## src/rtl/arm_pipe_pkg.sv

```systemverilog
// Shared pipeline types for the forwarding scoreboard: entry record, PC index, select encoding.
package arm_pipe_pkg;

  localparam int PC_REG         = 15;
  localparam int SB_DEST_W      = 8;   // widest register address an entry can hold
  localparam int SEL_REGFILE    = 0;
  localparam int SEL_STAGE_BASE = 1;

  typedef struct packed {
    logic                 v;
    logic [SB_DEST_W-1:0] dest;
    logic                 load;
  } sb_entry_t;

endpackage

```

## src/rtl/fwd_match.sv

```systemverilog
// Single-operand priority comparator: picks the nearest valid in-flight writer of src.
module fwd_match
  import arm_pipe_pkg::*;
#(
  parameter int REG_AW     = 4,
  parameter int FWD_DEPTH  = 2,
  parameter int NO_FWD_REG = PC_REG,
  parameter int SEL_W      = $clog2(FWD_DEPTH + 1)
) (
  input  logic [REG_AW-1:0]            src,
  input  logic                         src_valid,
  input  sb_entry_t [FWD_DEPTH-1:0]    entries,
  output logic [SEL_W-1:0]             sel,
  output logic                         hit_load
);

  always_comb begin
    sel      = SEL_W'(SEL_REGFILE);
    hit_load = 1'b0;
    if (src_valid && (src != REG_AW'(NO_FWD_REG))) begin
      // Walk oldest to youngest so the nearest stage overwrites any older hit.
      for (int k = FWD_DEPTH - 1; k >= 0; k--) begin
        if (entries[k].v && (entries[k].dest == SB_DEST_W'(src))) begin
          sel      = SEL_W'(k + SEL_STAGE_BASE);
          hit_load = (k == 0) && entries[k].load;
        end
      end
    end
  end

endmodule

```

## src/rtl/fwd_scoreboard_unit.sv

```systemverilog
// Forwarding/hazard unit with a freeze-aware shadow scoreboard of in-flight writes.
// Optional FWD_STATS_EN adds saturating forward/stall event counters.
module fwd_scoreboard_unit
  import arm_pipe_pkg::*;
#(
  parameter int REG_AW     = 4,
  parameter int NUM_SRC    = 2,
  parameter int FWD_DEPTH  = 2,
  parameter int NO_FWD_REG = PC_REG,
  localparam int SEL_W     = $clog2(FWD_DEPTH + 1)
) (
  input  logic                        clk,
  input  logic                        rst,
  input  logic                        freeze,
  input  logic                        ex_valid,
  input  logic [REG_AW-1:0]           ex_dest,
  input  logic                        ex_wb_en,
  input  logic                        ex_mem_r,
  input  logic [NUM_SRC-1:0]          src_valid,
  input  logic [NUM_SRC*REG_AW-1:0]   src,
  output logic [NUM_SRC*SEL_W-1:0]    sel,
  output logic                        hazard_stall
`ifdef FWD_STATS_EN
  ,
  output logic [31:0]                 fwd_cnt,
  output logic [31:0]                 stall_cnt
`endif
);

  sb_entry_t [FWD_DEPTH-1:0] entries;
  logic [NUM_SRC-1:0]        hit_load;

  // entries[0] is stage 1 (MEM); the record ages by one stage per unfrozen cycle.
  always_ff @(posedge clk or posedge rst) begin
    if (rst) begin
      entries <= '0;
    end else if (!freeze) begin
      entries[0].v    <= ex_valid & ex_wb_en;
      entries[0].dest <= SB_DEST_W'(ex_dest);
      entries[0].load <= ex_mem_r;
      for (int k = 1; k < FWD_DEPTH; k++) begin
        entries[k] <= entries[k-1];
      end
    end
  end

  for (genvar i = 0; i < NUM_SRC; i++) begin : g_match
    fwd_match #(
      .REG_AW     (REG_AW),
      .FWD_DEPTH  (FWD_DEPTH),
      .NO_FWD_REG (NO_FWD_REG),
      .SEL_W      (SEL_W)
    ) u_match (
      .src       (src[i*REG_AW +: REG_AW]),
      .src_valid (src_valid[i]),
      .entries   (entries),
      .sel       (sel[i*SEL_W +: SEL_W]),
      .hit_load  (hit_load[i])
    );
  end

  assign hazard_stall = |hit_load;

`ifdef FWD_STATS_EN
  logic [NUM_SRC-1:0] fwd_hit;
  logic [32:0]        fwd_sum;

  always_comb begin
    fwd_hit = '0;
    for (int i = 0; i < NUM_SRC; i++) begin
      fwd_hit[i] = |sel[i*SEL_W +: SEL_W];
    end
    fwd_sum = {1'b0, fwd_cnt} + 33'($countones(fwd_hit));
  end

  // Stalled cycles count only as stalls; their operand hits are not real forwards.
  always_ff @(posedge clk or posedge rst) begin
    if (rst) begin
      fwd_cnt   <= '0;
      stall_cnt <= '0;
    end else if (!freeze) begin
      if (hazard_stall) begin
        if (stall_cnt != 32'hFFFF_FFFF) stall_cnt <= stall_cnt + 32'd1;
      end else begin
        fwd_cnt <= fwd_sum[32] ? 32'hFFFF_FFFF : fwd_sum[31:0];
      end
    end
  end
`endif

endmodule

```

## config.mk

```make
export PLATFORM = sky130hd
export DESIGN_NAME = fwd_scoreboard_unit
export DESIGN_NICKNAME = d
export VERILOG_FILES = /design/src/rtl/arm_pipe_pkg.sv /design/src/rtl/fwd_match.sv /design/src/rtl/fwd_scoreboard_unit.sv
export SDC_FILE = /design/constraint.sdc
export NUM_CORES = 1
export LEC_CHECK = 0
export ABC_AREA = 1
export BUFFER_PORTS_ARGS = -buffer_cell sky130_fd_sc_hd__buf_2
export CAP_MARGIN = 15
export CELL_PAD_IN_SITES_DETAIL_PLACEMENT = 1
export CELL_PAD_IN_SITES_GLOBAL_PLACEMENT = 1
export CORE_ASPECT_RATIO = 1.1
export CORE_UTILIZATION = 30
export DETAILED_ROUTE_END_ITERATION = 12
export GPL_TIMING_DRIVEN = 0
export PLACE_DENSITY = 0.73
export SETUP_SLACK_MARGIN = 0.4
export SLEW_MARGIN = 20
export SYNTH_ARGS = -nofsm -noshare
export SYNTH_HDL_FRONTEND = slang
export SYNTH_SLANG_ARGS = --single-unit
```

## constraint.sdc

```tcl
create_clock -name clk -period 2.6 [get_ports clk]
set_clock_uncertainty 0.2 [all_clocks]
set_input_delay 0.52 -clock clk [delete_from_list [all_inputs] [get_ports clk]]
set_output_delay 0.52 -clock clk [all_outputs]
set_load 0.02 [all_outputs]
```

==> results of run 1 <==
## cells in the mapped netlist, drive strengths merged
master and count:
nand3 5, buf 1, xor2 6, nor2 8
inv 21, o21ai 13, dfrtp 11, nand2 43
clkbuf 1, a21oi 2, nor3 2, nand4 2
## metrics by stage
stage	hold WS [ns]	total power [W]	setup slack [ns]
after floorplan	0.172	0.000267	0.704
after global placement	0.323	0.000304	0.540
after detailed placement	0.343	0.000310	0.503
after CTS	0.0563	0.000424	0.438
after global routing	0.0777	0.000455	0.390
final	0.0379	0.000425	0.485
## cells by family after synthesis
| group | Yosys count |
|---|---|
| AOI/OAI and AO/OA | 15 |
| DFF | 11 |
| xor gates and xnor gates | 6 |
| buffers and inverters | 23 |
| and+or+nand+nor | 60 |
## final cells by class
cell class | instances | area (um2)
sequential | 11 | 275
multi-input combinational | 81 | 392
clock buffer | 4 | 26.3
fill | 326 | 1330
inverter | 21 | 78.8
buffer | 2 | 8.76
timing repair buffer | 27 | 145
tap | 30 | 37.5
## worst paths after layout
| path | endpoint | start | cells after the start |
|---|---|---|---|
| max | sel[0] | entries[4] | 6 |
| min | entries[9] | rst | 2 |
| max reg2reg | entries[4] | entries[4] | 3 |
| min reg2reg | entries[11] | entries[11] | 2 |
| max in group asynchronous | entries[12] | rst | 2 |
| min in group clk | entries[0] | ex_mem_r | 3 |
## power by group through the flow
| stage | logic (W) | registers, W | clock network [W] |
|---|---|---|---|
| after floorplan | 0.0000642 | 0.000203 | 0 |
| after global placement | 0.0000979 | 0.000206 | 0 |
| after detailed placement | 0.000103 | 0.000207 | 0 |
| after CTS | 0.000103 | 0.000204 | 0.000117 |
| after global routing | 0.000123 | 0.000207 | 0.000126 |
| final | 0.000108 | 0.000204 | 0.000113 |
## layer usage
layer / track usage (%) / share of wire, % / vias up
li1: - / - / 412
met2: 34.2 / 53 / 21
met3: 1.39 / 3.3 / 6
met5: 0 / 0 / -
met4: 10.0 / 2.5 / 0
met1: 15.5 / 41 / 367
## repair_timing
action | 4_1_cts | 5_1_grt
hold buffers | 0 | 0
setup endpoints to repair | 0 | 5
resized for setup | 0 | 5
setup buffers | 0 | 3
==> metrics, run 1 <==
status completed; Crit path arrival time 1.40 ns; clk sinks 11; initial antenna violation count 0; initial drt markers 3; MaxCap Viol Count 0; share of cells above drive strength 1 31.5%; Slew HR 71.9%; gpl congestion 0.834; switch share 31.4%; total CTS buffers 3; TritonCTS clock tree built; Starting Density 32.7%; worst stage delay on the critical path 0.42 ns; top cells by area, synth dfrtp_1, nand2_1, inv_1; synthesis-to-finish area growth 28.1%; WL final 2020 um; Largest regs entries (11); Critical Path Start Type flop; io pins 25; RSZ-0062 raised after global routing no; largest net degree at the start of global routing 12; most frequent cells in the layout nand2_1, buf_2, inv_1, o21ai_0, dfrtp_1; Fin. Hold Viols 0; type of the tightest min-delay check input port to asynchronous set/reset pin; max-slew violations 0; Bufs on Longest Clock Path 2; worst path cell trace a21oi_2, nand2_1, nor2_2, nand2_1, nor2_1, buf_2; Max stage delay cell, worst path dfrtp_1; cell internal pwr 0.000291 W; Max VDD drop 0.218 mV; Nets 167; total global routing overflow 0; Worst R2R Setup Slack 1.58 ns; syn_nets 135; CP Capture Type primary output; die area 2710 um2; vias in the first global route 784; Final TNS setup 0 ns; Root Driver clkbuf_4; Synth cell types 15; worst slew pin tran 0.421 ns; PortBufs 24; Largest Register entries; Avg Cell Area, Syn 6.54 um2; max FFs per register 11; fin crit period 2.12 ns; simple-gate share of the synthesized area 32.8%; row cnt 18; vias 806; post-synthesis mux area share 0%; worst path buffer plus inverter count 1; cell total after placement 169; Fmax 473 MHz; Post-Syn Instances 115; wire length per cell 11.5 um; final worst path period share 81.4%; Worst-Skew Late Latency 0.26 ns; crit path kind flop to primary output; clock network fraction of total power 26.6%; Setup Viol. Count Final 0; All-Layer GR Usage 16.3%; post-synthesis register bit count 11; DIE WIDTH 49.7 um; clk slew on worst S/H paths 0.07 ns; leak pwr 0.555 nW; global-route wire length before repair 3170 um; core area 2300 um2; post-route cell area 963 um2; Chip Height 54.5 um; adder-cell share of the synthesized area 0%; Residual DRC 0; # H-tree levels 1; Max Fanout on Critical Path 3; Net Switching 0.000134 W; Reg power frac 48.0%; Worst path most repeated cell nand2_1; combinational share of power 25.4%; Synth area leader dfrtp_1; PD cells 441 nW/um2; Mapped Area 752 um2; most common cell after layout, fill and taps aside nand2_1; compound-gate portion of the synthesized area 12.0%; family with the most delay on the worst path flip-flops; largest family of logic cells by synthesized area simple AND/OR/NAND/NOR gates; Avg Vias per Cell 4.58; # diodes 0; placed cell areas 910 um2; yosys warns 0; drt first pass iters 4; Crit path required time 1.88 ns; DP HPWL 1730 um; Synth top area share 36.6%; share of the yosys chip area belonging to registers 36.6%; Post-Synth XOR/XNOR Area 6.99%; post-route insts no fill 176; ANT nets after route 0; final core utilization 41.9%
Note: power is estimated with default switching activity, not from simulation.
==> run 2: changes to the inputs <==
--- a/config.mk
+++ b/config.mk
@@ -11,10 +11,10 @@
 export CELL_PAD_IN_SITES_DETAIL_PLACEMENT = 1
 export CELL_PAD_IN_SITES_GLOBAL_PLACEMENT = 1
 export CORE_ASPECT_RATIO = 1.1
-export CORE_UTILIZATION = 30
+export CORE_UTILIZATION = 29
 export DETAILED_ROUTE_END_ITERATION = 12
 export GPL_TIMING_DRIVEN = 0
-export PLACE_DENSITY = 0.73
+export PLACE_DENSITY = 0.74
 export SETUP_SLACK_MARGIN = 0.4
 export SLEW_MARGIN = 20
 export SYNTH_ARGS = -nofsm -noshare
==> constraint.sdc (replaced) <==
create_clock -name clk -period 1.8 [get_ports clk]
set_clock_uncertainty 0.2 [all_clocks]
set_input_delay 0.36 -clock clk [delete_from_list [all_inputs] [get_ports clk]]
set_output_delay 0.36 -clock clk [all_outputs]
set_load 0.02 [all_outputs]
==> run 2 against run 1 <==
  * Power rose by 53%
  * The flow now finishes with violations (setup timing)
  * Combinational power rose by 79%
  * Non-clock buffer count rose by 3
  * Die area rose by 3.3%
  * Core utilization rose by 2.7 points
  * Register-to-register slack got worse by 0.92 ns
  * Critical path depth rose by 2
  * Via count rose by 3.1%
==> metrics, run 2 (synthesis gave the netlist of run 1 again) <==
status complete, but fails checks (was completed); failing checks setup timing; Fmax 505 MHz; hold path cells 3; most frequent cells in the layout nand2_1, buf_2, inv_1, o21ai_0, dfrtp_1 (unchanged); WL final 2180 um (was 2020 um); fin crit period 1.98 ns; synthesis-to-finish area growth 46.8% (was 28.1%); Max VDD drop 0.356 mV (was 0.218 mV); MaxCap Viol Count 0 (unchanged); reg2reg path depth 4 (was 3); Largest regs entries (11) (unchanged); post-route insts no fill 180 (was 176); vias in the first global route 805 (was 784); All-Layer GR Usage 17.4% (was 16.3%); Root Driver clkbuf_4 (unchanged); # fillers 324 (was 326); max FFs per register 11 (unchanged); total CTS buffers 3 (unchanged); type of the tightest min-delay check input port to flop (was input port to asynchronous set/reset pin); Setup Viol. Count Final 5 (was 0); global-route wire length before repair 3640 um (was 3170 um); Hold EP entries[0]; Crit path arrival time 1.42 ns (was 1.40 ns); Bufs on Longest Clock Path 2 (unchanged); worst slew pin tran 0.409 ns (was 0.421 ns); total global routing overflow 0 (unchanged); Starting Density 30.4% (was 32.7%); Max Fanout on Critical Path 3 (unchanged); crit path kind flop to primary output (unchanged); PD cells 589 nW/um2 (was 441 nW/um2); share of cells above drive strength 1 43.6% (was 31.5%); max-slew violations 0 (unchanged); initial antenna violation count 0 (unchanged); r2r endpoint entries[14] (was entries[4]); Slew HR 72.7% (was 71.9%); Avg Vias per Cell 4.62 (was 4.58); Nets 170 (was 167); drt first pass iters 6 (was 4); ANT nets after route 0 (unchanged); cell total after placement 170 (was 169); DP HPWL 1740 um (was 1730 um); Critical Path Start Type flop (unchanged); r2r startpoint entries[14] (was entries[4]); most common cell after layout, fill and taps aside nand2_1 (unchanged); die area 2800 um2 (was 2710 um2); largest net degree at the start of global routing 12 (unchanged); Hold Startpoint ex_mem_r; Chip Height 55.4 um (was 54.5 um); io pins 25 (unchanged); leak pwr 0.587 nW (was 0.555 nW); overall power 0.000650 W (was 0.000425 W); multi-input logic area 474 um2 (was 392 um2); Worst R2R Setup Slack 0.66 ns (was 1.58 ns); gpl congestion 0.845 (was 0.834); # diodes 0 (unchanged); wire length per cell 12.1 um (was 11.5 um); Largest Register entries (unchanged); clk sinks 11 (unchanged); Residual DRC 0 (unchanged); core area 2470 um2 (was 2300 um2); PnR worst setup slack -0.178 ns (was 0.485 ns); CP Capture Type primary output (unchanged); initial drt markers 5 (was 3); vias 831 (was 806); # H-tree levels 1 (unchanged); Fin. Hold Viols 0 (unchanged); DIE WIDTH 50.6 um (was 49.7 um); RSZ-0062 raised after global routing yes (was no); Worst-Skew Late Latency 0.26 ns (about the same); row cnt 19 (was 18); final worst path period share 110%; storage element area 275 um2 (unchanged); clk slew on worst S/H paths 0.06 ns (was 0.07 ns); TritonCTS clock tree built (unchanged); final core utilization 44.6% (was 41.9%); Crit path required time 1.24 ns (was 1.88 ns); PortBufs 24 (unchanged)
## run 2: cell count changes in the layout (fill, tap and decap cells not counted), moves of 3 or more
cell     before  now
nand2_1      42   34
nand2_2       1    8
nor2_4        0    6
nor2_2        3    0
nor2_1        5    2
buf_6         0    5
buf_2        24   20
## run 2: layer usage
metal  track usage (%)  share of wire [%]
met1              20.1                 41
met4              9.52                1.9
met3              1.38                2.6
met2              30.9                 54
met5                 0                  0
## run 2: final cells by class
class	instances	area share, %
multi-input combinational	81	43.0
buffer	2	0.794
inverter	21	7.37
tap	31	3.51
clock buffer	4	2.38
sequential	11	24.9
timing repair buffer	30	18.0
## run 2: timing repair
item	in CTS	in global routing
setup buffers	3	2
endpoints found under the hold margin	11	0
resized for setup	15	13
setup endpoints to repair	5	5
hold buffers	1	0
pin swaps	10	6
## run 2: worst max-delay path, cell delays in order, from the launching register on
cell	delay, ns
dfrtp_1	0.41
inv_2	0.09
nand2_1	0.06
o21ai_0	0.11
inv_1	0.10
nand2_2	0.12
inv_2	0.05
nor2_4	0.10
buf_6	0.12
## run 2: per-stage QoR
step | hold slack, ns | TNS, ns | cell area [um2] | worst slack (ns)
after global routing | 0.0949 | -1.02 | 1100 | -0.273
after floorplan | 0.0124 | 0 | 787 | 0.293
after CTS | 0.0803 | -0.828 | 1050 | -0.194
after global placement | 0.169 | -0.0130 | 946 | -0.0130
final | 0.0864 | -0.583 | 1100 | -0.178
after detailed placement | 0.172 | -0.0863 | 946 | -0.0441
## run 2: worst max path at each step
stage,startpoint,end,cells after the start,slack (ns)
after floorplan,entries[4],sel[1],7,0.29
after CTS,entries[3],sel[1],9,-0.19
final,entries[4],sel[1],8,-0.18
after detailed placement,src[3],sel[1],6,-0.04
after global routing,entries[4],sel[1],8,-0.27
after global placement,src[3],sel[1],6,-0.01
## run 2: power by group
| group | switching, W | total [W] | internal, W |
|---|---|---|---|
| logic | 0.000114 | 0.000193 | 0.0000791 |
| registers | 0.0000240 | 0.000295 | 0.000272 |
| clock network | 0.0000760 | 0.000162 | 0.0000857 |
| total | 0.000214 | 0.000650 | 0.000436 |
==> run 3: changes to the inputs <==
--- a/config.mk
+++ b/config.mk
@@ -20,3 +20,4 @@
 export SYNTH_ARGS = -nofsm -noshare
 export SYNTH_HDL_FRONTEND = slang
 export SYNTH_SLANG_ARGS = --single-unit
+export TNS_END_PERCENT = 50
==> run 3 against run 2 <==
  * The flow still finishes with violations (setup timing)
  * Power is 3.4% lower
  * Core utilization is 2.9 points lower
  * Clock-buffer cell count fell by 1
  * Cell area decreased by 6.6%
  * Largest power group unchanged
  * Flip-flop and latch count stayed put
  * Sequential power hardly changed
  * Critical path depth is 3 lower
==> metrics, run 3 (synthesis gave the netlist of run 1 again) <==
Crit path arrival time 1.42 ns (about the same); total global routing overflow 0 (unchanged); crit path kind flop to primary output (unchanged); Max VDD drop 0.427 mV (was 0.356 mV); row cnt 19 (unchanged); Root Driver clkbuf_4 (unchanged); clk sinks 11 (unchanged); share of cells above drive strength 1 38.1% (was 43.6%); Residual DRC 0 (unchanged); most common cell after layout, fill and taps aside nand2_1 (unchanged); clk slew on worst S/H paths 0.06 ns (about the same); largest net degree at the start of global routing 12 (unchanged); WL final 2120 um (was 2180 um); Largest Register entries (unchanged); Starting Density 30.4% (unchanged); cell internal pwr 0.000423 W (was 0.000436 W); most frequent cells in the layout nand2_1, buf_2, inv_1, o21ai_0, dfrtp_1 (unchanged); wire length per cell 11.9 um (was 12.1 um); Worst R2R Setup Slack 0.78 ns (was 0.66 ns); multi-input logic area 429 um2 (was 474 um2); Reg power frac 47.1% (was 45.4%); CP Capture Type primary output (unchanged); status complete, but fails checks (unchanged); failing checks setup timing (unchanged); PD cells 609 nW/um2 (was 589 nW/um2); Largest regs entries (11) (unchanged); DIE WIDTH 50.6 um (unchanged); All-Layer GR Usage 17.1% (was 17.4%); storage element area 275 um2 (unchanged); PnR worst setup slack -0.180 ns (was -0.178 ns); DP HPWL 1730 um (was 1740 um); final worst path period share 110% (about the same); drt first pass iters 2 (was 6); Nets 168 (was 170); initial antenna violation count 0 (unchanged); MaxCap Viol Count 0 (unchanged); reg2reg path depth 3 (was 4); vias in the first global route 883 (was 805); Final TNS setup -0.648 ns (was -0.583 ns); Max Fanout on Critical Path 3 (unchanged); Hold EP entries[0] (unchanged); leak pwr 0.567 nW (was 0.587 nW); gpl congestion 0.817 (was 0.845); total CTS buffers 3 (unchanged); Crit path required time 1.24 ns (about the same); global-route wire length before repair 3630 um (was 3640 um); switch share 32.7% (was 32.9%); type of the tightest min-delay check input port to flop (unchanged); fin crit period 1.98 ns (about the same); combinational share of power 27.0% (was 29.7%); Fin. Hold Viols 0 (unchanged); hold path cells 3 (unchanged); core area 2470 um2 (unchanged); Slew HR 73.2% (was 72.7%); io pins 25 (unchanged); RSZ-0062 raised after global routing yes (unchanged); initial drt markers 10 (was 5); vias 802 (was 831); ANT nets after route 0 (unchanged); Setup Viol. Count Final 5 (unchanged); Net Switching 0.000205 W (was 0.000214 W); # fillers 343 (was 324); # diodes 0 (unchanged); Worst-Skew Late Latency 0.27 ns (was 0.26 ns); die area 2800 um2 (unchanged); worst slew pin tran 0.401 ns (was 0.409 ns); clock network fraction of total power 26.0% (was 24.9%); Chip Height 55.4 um (unchanged); TritonCTS clock tree built (unchanged); max-slew violations 0 (unchanged); max FFs per register 11 (unchanged); Fmax 505 MHz (about the same); Bufs on Longest Clock Path 2 (unchanged); Hold Startpoint ex_mem_r (unchanged); PortBufs 24 (unchanged); Critical Path Start Type flop (unchanged); hold slack 0.0969 ns (was 0.0864 ns); synthesis-to-finish area growth 37.1% (was 46.8%); r2r endpoint entries[14] (unchanged); r2r startpoint entries[14] (unchanged); Avg Vias per Cell 4.51 (was 4.62); # H-tree levels 1 (unchanged)
==> run 3: cell types whose count changed in the layout (fill, tap and decap cells not counted), sizes merged <==
cell,change
buf,-2
clkbuf,-1
clkinv,+1
==> run 3: repair_timing <==
item                                    CTS  global route
pin swaps                                 3             4
hold buffers                              1             0
buffers inserted                          1             2
endpoints found under the hold margin    11             0
endpoints found under the setup margin    5             5
gates resized for setup                  15             3
==> run 3: metrics by stage <==
stage / cell area [um2] / worst slack, ns / utilization (%) / instances / power (W)
floorplan: 769 / 0.283 / - / 115 / 0.000387
global route: 1030 / -0.271 / 41.7 / 178 / 0.000671
global placement: 928 / 0.0142 / 37.6 / 170 / 0.000440
finish: 1030 / -0.180 / 41.7 / 178 / 0.000628
CTS: 1000 / -0.165 / 40.6 / 176 / 0.000628
detailed placement: 928 / -0.00443 / 37.6 / 170 / 0.000450
==> run 3: power groups by stage <==
stage	Sequential [W]	Clock [W]	Combinational (W)
floorplan	0.000293	0	0.0000942
global placement	0.000297	0	0.000143
detailed placement	0.000300	0	0.000151
CTS	0.000296	0.000171	0.000161
global route	0.000299	0.000180	0.000192
finish	0.000296	0.000163	0.000170
==> run 3: worst max path at each step <==
stage | endpoint | start | depth (start not counted)
6_report | sel[1] | entries[13] | 5
5_1_grt | hazard_stall | entries[3] | 8
4_1_cts | sel[1] | entries[13] | 5
3_5_place_dp | sel[1] | src[3] | 6
3_3_place_gp | sel[1] | src[3] | 6
2_1_floorplan | sel[0] | entries[3] | 7
==> run 3: layout make-up <==
type,count,area share [%]
flip-flops and latches,11,26.7
clock buffers,3,2.18
clock inverters,1,0.485
plain buffers,2,0.850
multi-input cells,81,41.6
well taps,31,3.76
inverters,21,7.65
repair buffers,28,16.7
==> run 3: critical path, stage by stage, from the launching register on <==
cell,delay [ns]
dfrtp_1,0.42
xor2_1,0.17
nor3_1,0.22
nand2_1,0.13
nor2_4,0.10
buf_6,0.12
==> run 3: layer usage <==
metal | part of all wire (%) | wire length (um) | up-vias | GRT usage [%]
met5 | 0 | 0 | - | 0
met4 | 2.3 | 49 | 0 | 10.7
met3 | 1.5 | 31 | 6 | 0.826
met2 | 57 | 1200 | 15 | 32.4
met1 | 39 | 834 | 366 | 17.7
li1 | - | - | 415 | -
